===== src/rtl/keypad_concatener_if.sv =====
// Keypad-side handshake and entry/commit outputs of keypad_concatener.
// master = keypad scanner / consumer side, slave = the concatener itself.
interface keypad_concatener_if #(
    parameter int WIDTH = 4
);
    logic [3:0]       key_code;
    logic             key_pressed;
    logic [WIDTH-1:0] value_out;
    logic             value_valid;
    logic [3:0]       entry_tens;
    logic [3:0]       entry_unit;
    logic [1:0]       digit_count;
    logic             error;

    modport master (
        output key_code, key_pressed,
        input  value_out, value_valid, entry_tens, entry_unit, digit_count, error
    );

    modport slave (
        input  key_code, key_pressed,
        output value_out, value_valid, entry_tens, entry_unit, digit_count, error
    );
endinterface


===== src/rtl/keypad_concatener.sv =====
// Assembles up to two typed decimal digits into a binary value committed on Enter.
// Optional macro KEYPAD_CONCATENER_AUTOCOMMIT_EN commits as soon as the second digit lands.
module keypad_concatener #(
    parameter int WIDTH     = 4,
    parameter int MAX_VALUE = 15
) (
    input  logic                clock,
    input  logic                reset,
    keypad_concatener_if.slave  kp
);
    typedef enum logic [1:0] {EMPTY = 2'd0, ONE = 2'd1, TWO = 2'd2} state_t;

    localparam logic [6:0] MAX_V     = 7'(MAX_VALUE);
    localparam logic [3:0] KEY_CLEAR = 4'hA;
    localparam logic [3:0] KEY_ENTER = 4'hB;

    state_t           state_reg;
    logic             key_prev_reg;
    logic [3:0]       tens_reg;
    logic [3:0]       unit_reg;
    logic [WIDTH-1:0] value_reg;
    logic             valid_reg;
    logic             error_reg;

    logic       press;
    logic       is_digit;
    logic [6:0] enter_v;
    logic [6:0] commit_v;
    logic       commit_req;

    assign press    = kp.key_pressed && !key_prev_reg;
    assign is_digit = (kp.key_code <= 4'd9);
    assign enter_v  = 7'(tens_reg) * 7'd10 + 7'(unit_reg);

`ifdef KEYPAD_CONCATENER_AUTOCOMMIT_EN
    logic [6:0] auto_v;
    assign auto_v = 7'(unit_reg) * 7'd10 + 7'(kp.key_code);
`endif

    // A commit request takes priority over the plain digit/clear handling below.
    always_comb begin
        commit_v   = enter_v;
        commit_req = press && (kp.key_code == KEY_ENTER) && (state_reg != EMPTY);
`ifdef KEYPAD_CONCATENER_AUTOCOMMIT_EN
        if (press && is_digit && (state_reg == ONE)) begin
            commit_req = 1'b1;
            commit_v   = auto_v;
        end
`endif
    end

    always_ff @(posedge clock) begin
        if (reset) begin
            state_reg    <= EMPTY;
            key_prev_reg <= 1'b1;   // a key held across reset release is not an event
            tens_reg     <= 4'd0;
            unit_reg     <= 4'd0;
            value_reg    <= '0;
            valid_reg    <= 1'b0;
            error_reg    <= 1'b0;
        end else begin
            key_prev_reg <= kp.key_pressed;
            valid_reg    <= 1'b0;
            if (commit_req) begin
                tens_reg  <= 4'd0;
                unit_reg  <= 4'd0;
                state_reg <= EMPTY;
                if (commit_v <= MAX_V) begin
                    value_reg <= WIDTH'(commit_v);
                    valid_reg <= 1'b1;
                    error_reg <= 1'b0;
                end else begin
                    error_reg <= 1'b1;
                end
            end else if (press && is_digit) begin
                case (state_reg)
                    EMPTY: begin
                        tens_reg  <= 4'd0;
                        unit_reg  <= kp.key_code;
                        state_reg <= ONE;
                        error_reg <= 1'b0;
                    end
                    ONE: begin
                        tens_reg  <= unit_reg;
                        unit_reg  <= kp.key_code;
                        state_reg <= TWO;
                        error_reg <= 1'b0;
                    end
                    default: ;
                endcase
            end else if (press && (kp.key_code == KEY_CLEAR)) begin
                tens_reg  <= 4'd0;
                unit_reg  <= 4'd0;
                state_reg <= EMPTY;
                error_reg <= 1'b0;
            end
        end
    end

    assign kp.value_out   = value_reg;
    assign kp.value_valid = valid_reg;
    assign kp.entry_tens  = tens_reg;
    assign kp.entry_unit  = unit_reg;
    assign kp.digit_count = 2'(state_reg);
    assign kp.error       = error_reg;
endmodule


===== src/flat_wrapper.sv =====
// flat-port wrapper written by rule: the top's interface ports become plain ports
module keypad_concatener_flat 
#(
    parameter int WIDTH     = 4,
    parameter int MAX_VALUE = 15
)
  (clock, reset, kp_key_code, kp_key_pressed, kp_value_out, kp_value_valid, kp_entry_tens, kp_entry_unit, kp_digit_count, kp_error);
  keypad_concatener_if #(.WIDTH(WIDTH)) kp_i ();
  input  logic clock;
  input  logic reset;
  input wire logic [$bits(kp_i.key_code)-1:0] kp_key_code;
  input wire logic [$bits(kp_i.key_pressed)-1:0] kp_key_pressed;
  output wire logic [$bits(kp_i.value_out)-1:0] kp_value_out;
  output wire logic [$bits(kp_i.value_valid)-1:0] kp_value_valid;
  output wire logic [$bits(kp_i.entry_tens)-1:0] kp_entry_tens;
  output wire logic [$bits(kp_i.entry_unit)-1:0] kp_entry_unit;
  output wire logic [$bits(kp_i.digit_count)-1:0] kp_digit_count;
  output wire logic [$bits(kp_i.error)-1:0] kp_error;
  assign kp_i.key_code = kp_key_code;
  assign kp_i.key_pressed = kp_key_pressed;
  assign kp_value_out = kp_i.value_out;
  assign kp_value_valid = kp_i.value_valid;
  assign kp_entry_tens = kp_i.entry_tens;
  assign kp_entry_unit = kp_i.entry_unit;
  assign kp_digit_count = kp_i.digit_count;
  assign kp_error = kp_i.error;
  keypad_concatener #(.WIDTH(WIDTH), .MAX_VALUE(MAX_VALUE)) u_core (.clock(clock), .reset(reset), .kp(kp_i));
endmodule

===== config.mk =====
export PLATFORM = sky130hd
export DESIGN_NAME = keypad_concatener_flat
export DESIGN_NICKNAME = d
export VERILOG_FILES = /design/src/rtl/keypad_concatener_if.sv /design/src/rtl/keypad_concatener.sv /design/src/flat_wrapper.sv
export SDC_FILE = /design/constraint.sdc
export NUM_CORES = 1
export LEC_CHECK = 0
export ABC_AREA = 0
export BUFFER_PORTS_ARGS = -buffer_cell sky130_fd_sc_hd__buf_4
export CORE_UTILIZATION = 45
export DETAILED_ROUTE_END_ITERATION = 8
export GPL_TIMING_DRIVEN = 0
export PLACE_DENSITY = 0.7
export SLEW_MARGIN = 40
export SYNTH_ARGS = -nofsm -noshare
export SYNTH_HDL_FRONTEND = slang
export SYNTH_SLANG_ARGS = --single-unit

===== constraint.sdc =====
create_clock -name clock -period 2.2 [get_ports clock]
set_input_delay 0.33 -clock clock [delete_from_list [all_inputs] [get_ports clock]]
set_output_delay 0.33 -clock clock [all_outputs]
set_load 0.02 [all_outputs]

==> metrics.csv <==
metric;value;unit
I/O pin total;23;
layout cell share with drive strength beyond 1;40.2;%
clock sinks;17;
Filler Cells Inserted;150;
Die Wd;46.9;um
Initial Util;50.3;%
GP Congestion;0.807;
TritonCTS clock tree;done;
syn_nets;113;
Max VDD drop;0.269;mV
Main synth FF type;dfxtp_1;
Clk pin slew, worst setup/hold paths;110;ps
Tcrit/Tclk final;101;%
status;finished with violations;
port buffer count;22;
Synth Area per Inst;9.35;um^2
Net Sw Power;0.000135;W
maximum clock rate;451;MHz
cell area after layout;1230;um^2
post-route ant nets;0;
Post-synth ARST share;0;%
Final setup viols;4;
largest net degree at the start of global routing;11;
core area;1800;um^2
worst-margin pin slew;400;ps
GRT overflow;0;
min Tclk post-route;2220;ps
crit path DAT;2400;ps
HPWL Detailed;1510;um
Sw Share;25.2;%
top cells by area, synth;dfxtp_1, ha_1, a22oi_1;
Pleak;0.523;nW
Root Driver;clkbuf_4;
final core utilization;68.1;%
Layout Nets;144;
initial DRC count;10;
Startpoint Class;flop;
antenna violations before repair;0;
gr usage total;21.6;%
Max-cap violations;0;
Vias;804;
Internal Pwr Total;0.000399;W
Cell Area, Synth;907;um^2
clock skew;7.86;ps
Hold Violations, Final;0;
clock share of power;32.6;%
Post-CTS Hold Buffers;0;
Area growth syn-to-layout;35.3;%
remaining routing DRC violations;0;
Post-DP Area;1130;um^2
Slew Limit Fails;0;
RSZ-0062 raised after global routing;yes;
Netlist cell types;33;
Num CTS Buffers;3;
Setup CP Type;reg -> reg;
Ys Warns;0;
commonest cells after routing, fill and taps aside;buf_4, dfxtp_1, nor2_1;
sequential area share after synthesis;37.5;%
worst hold-check path type;in -> reg;
die height;46.9;um
Worst setup EP type;flop;
Worst EP required;2380;ps
clock latency on the worst-skew pair;300;ps
vias per cell;5.29;
CP Max Fanout;6;
FP Rows;15;
global-route wire length before repair;3170;um
Slew headroom;73.2;%
H-tree depth;1;
violated checks;setup timing;
die area;2200;um^2
most common cell after layout, fill and taps aside;buf_4;
FF+latch count, synth;17;
Post-Synthesis Cells;97;
Initial DRT Pass Iterations;4;
EDFF count, synth;0;
wire length per cell;13.3;um
diodes inserted;0;
setup_tns;-40.3;ps
vias in the first global route;705;
final WL;2020;um
top cell type's share of synthesized area;37.5;%
largest area contributor in the netlist;dfxtp_1;
CTS max path bufs;2;
PwrDens;435;nW/um^2
Combinational Power Share;8.5;%
register share of total power;58.9;%
worst setup margin;-18.3;ps
[layout make-up]
class	count	area, um^2	area share, %
Buffer	4	21.3	1.73
Clock buffer	3	22.5	1.83
Inverter	5	18.8	1.53
Sequential cell	17	350	28.5
Timing Repair Buffer	26	195	15.9
Clock inverter	1	5.00	0.408
Multi-Input combinational cell	71	583	47.5
Tap cell	25	31.3	2.55
[routing by layer]
metal,wire (um),GRT usage [%],vias up
li1,-,-,411
met1,928,27.8,368
met2,945,33.6,20
met3,99,4.62,5
met4,43,12.0,0
met5,0,0,-
[Yosys cell counts, types with 2 or more instances]
| library cell | count |
|---|---|
| dfxtp_1 | 17 |
| inv_1 | 5 |
| buf_2 | 2 |
| a21oi_1 | 8 |
| a22oi_1 | 6 |
| fa_1 | 2 |
| xnor2_1 | 3 |
| nand3_1 | 3 |
| nand2_1 | 3 |
| nor2_1 | 10 |
| nand4b_1 | 3 |
| o21ai_0 | 5 |
| nand2b_1 | 4 |
| ha_1 | 7 |
[kinds of logic (layout without fill, tap and decap cells)]
logic type               count (synthesis)  count (layout)  share of synthesized area [%]
AO/OA/AOI/OAI                           26              26                           19.6
XOR/XNOR                                 3               3                           2.90
adder cells (fa/ha/maj)                  9               9                           14.1
buffers and inverters                    9              39                           4.41
flip-flops                              17              17                           37.5
AND/OR/NAND/NOR                         33              33                           21.5
[stage by stage]
step	setup WS (ps)	hold WS [ps]	power, W	cells
CTS	-29.0	214	0.000539	152
global route	-104	209	0.000559	152
finish	-18.3	218	0.000534	152
global placement	-63.2	454	0.000367	144
detailed placement	-140	468	0.000368	144
floorplan	9.06	434	0.000346	97
[worst paths after layout]
kind | from | endpoint | slack, ps | cells past startpoint
min reg2reg | u_core.kp.value_out[1]$_SDFFE_PP0P_ | u_core.kp.value_out[1]$_SDFFE_PP0P_ | 480 | 2
min | kp_key_pressed | u_core.key_prev_reg$_SDFF_PP1_ | 220 | 2
max | u_core.kp.entry_tens[3]$_SDFFE_PP0P_ | u_core.kp.value_out[3]$_SDFFE_PP0P_ | -20 | 9
max reg2reg | u_core.kp.entry_tens[3]$_SDFFE_PP0P_ | u_core.kp.value_out[3]$_SDFFE_PP0P_ | -20 | 9
[critical path, stage by stage, from the launching register on]
cell and delay (ps):
dfxtp_4 360, ha_4 280, ha_4 120, inv_2 30
fa_1 480, a21boi_2 150, o2bb2ai_1 110, and4bb_2 300
and2_4 200, a211oi_2 60
[power by group through the flow]
stage | clock [W] | sequential (W) | combinational, W
3_5_place_dp | 0 | 0.000322 | 0.0000452
2_1_floorplan | 0 | 0.000324 | 0.0000222
4_1_cts | 0.000179 | 0.000314 | 0.0000458
5_1_grt | 0.000194 | 0.000315 | 0.0000503
6_report | 0.000174 | 0.000314 | 0.0000455
3_3_place_gp | 0 | 0.000322 | 0.0000446
[what timing repair did]
item,CTS,global route
buffers inserted,4,0
endpoints found under the setup margin,6,6
pin swaps,3,2
resized for setup,11,1
Power figures use the tool's default switching activity.
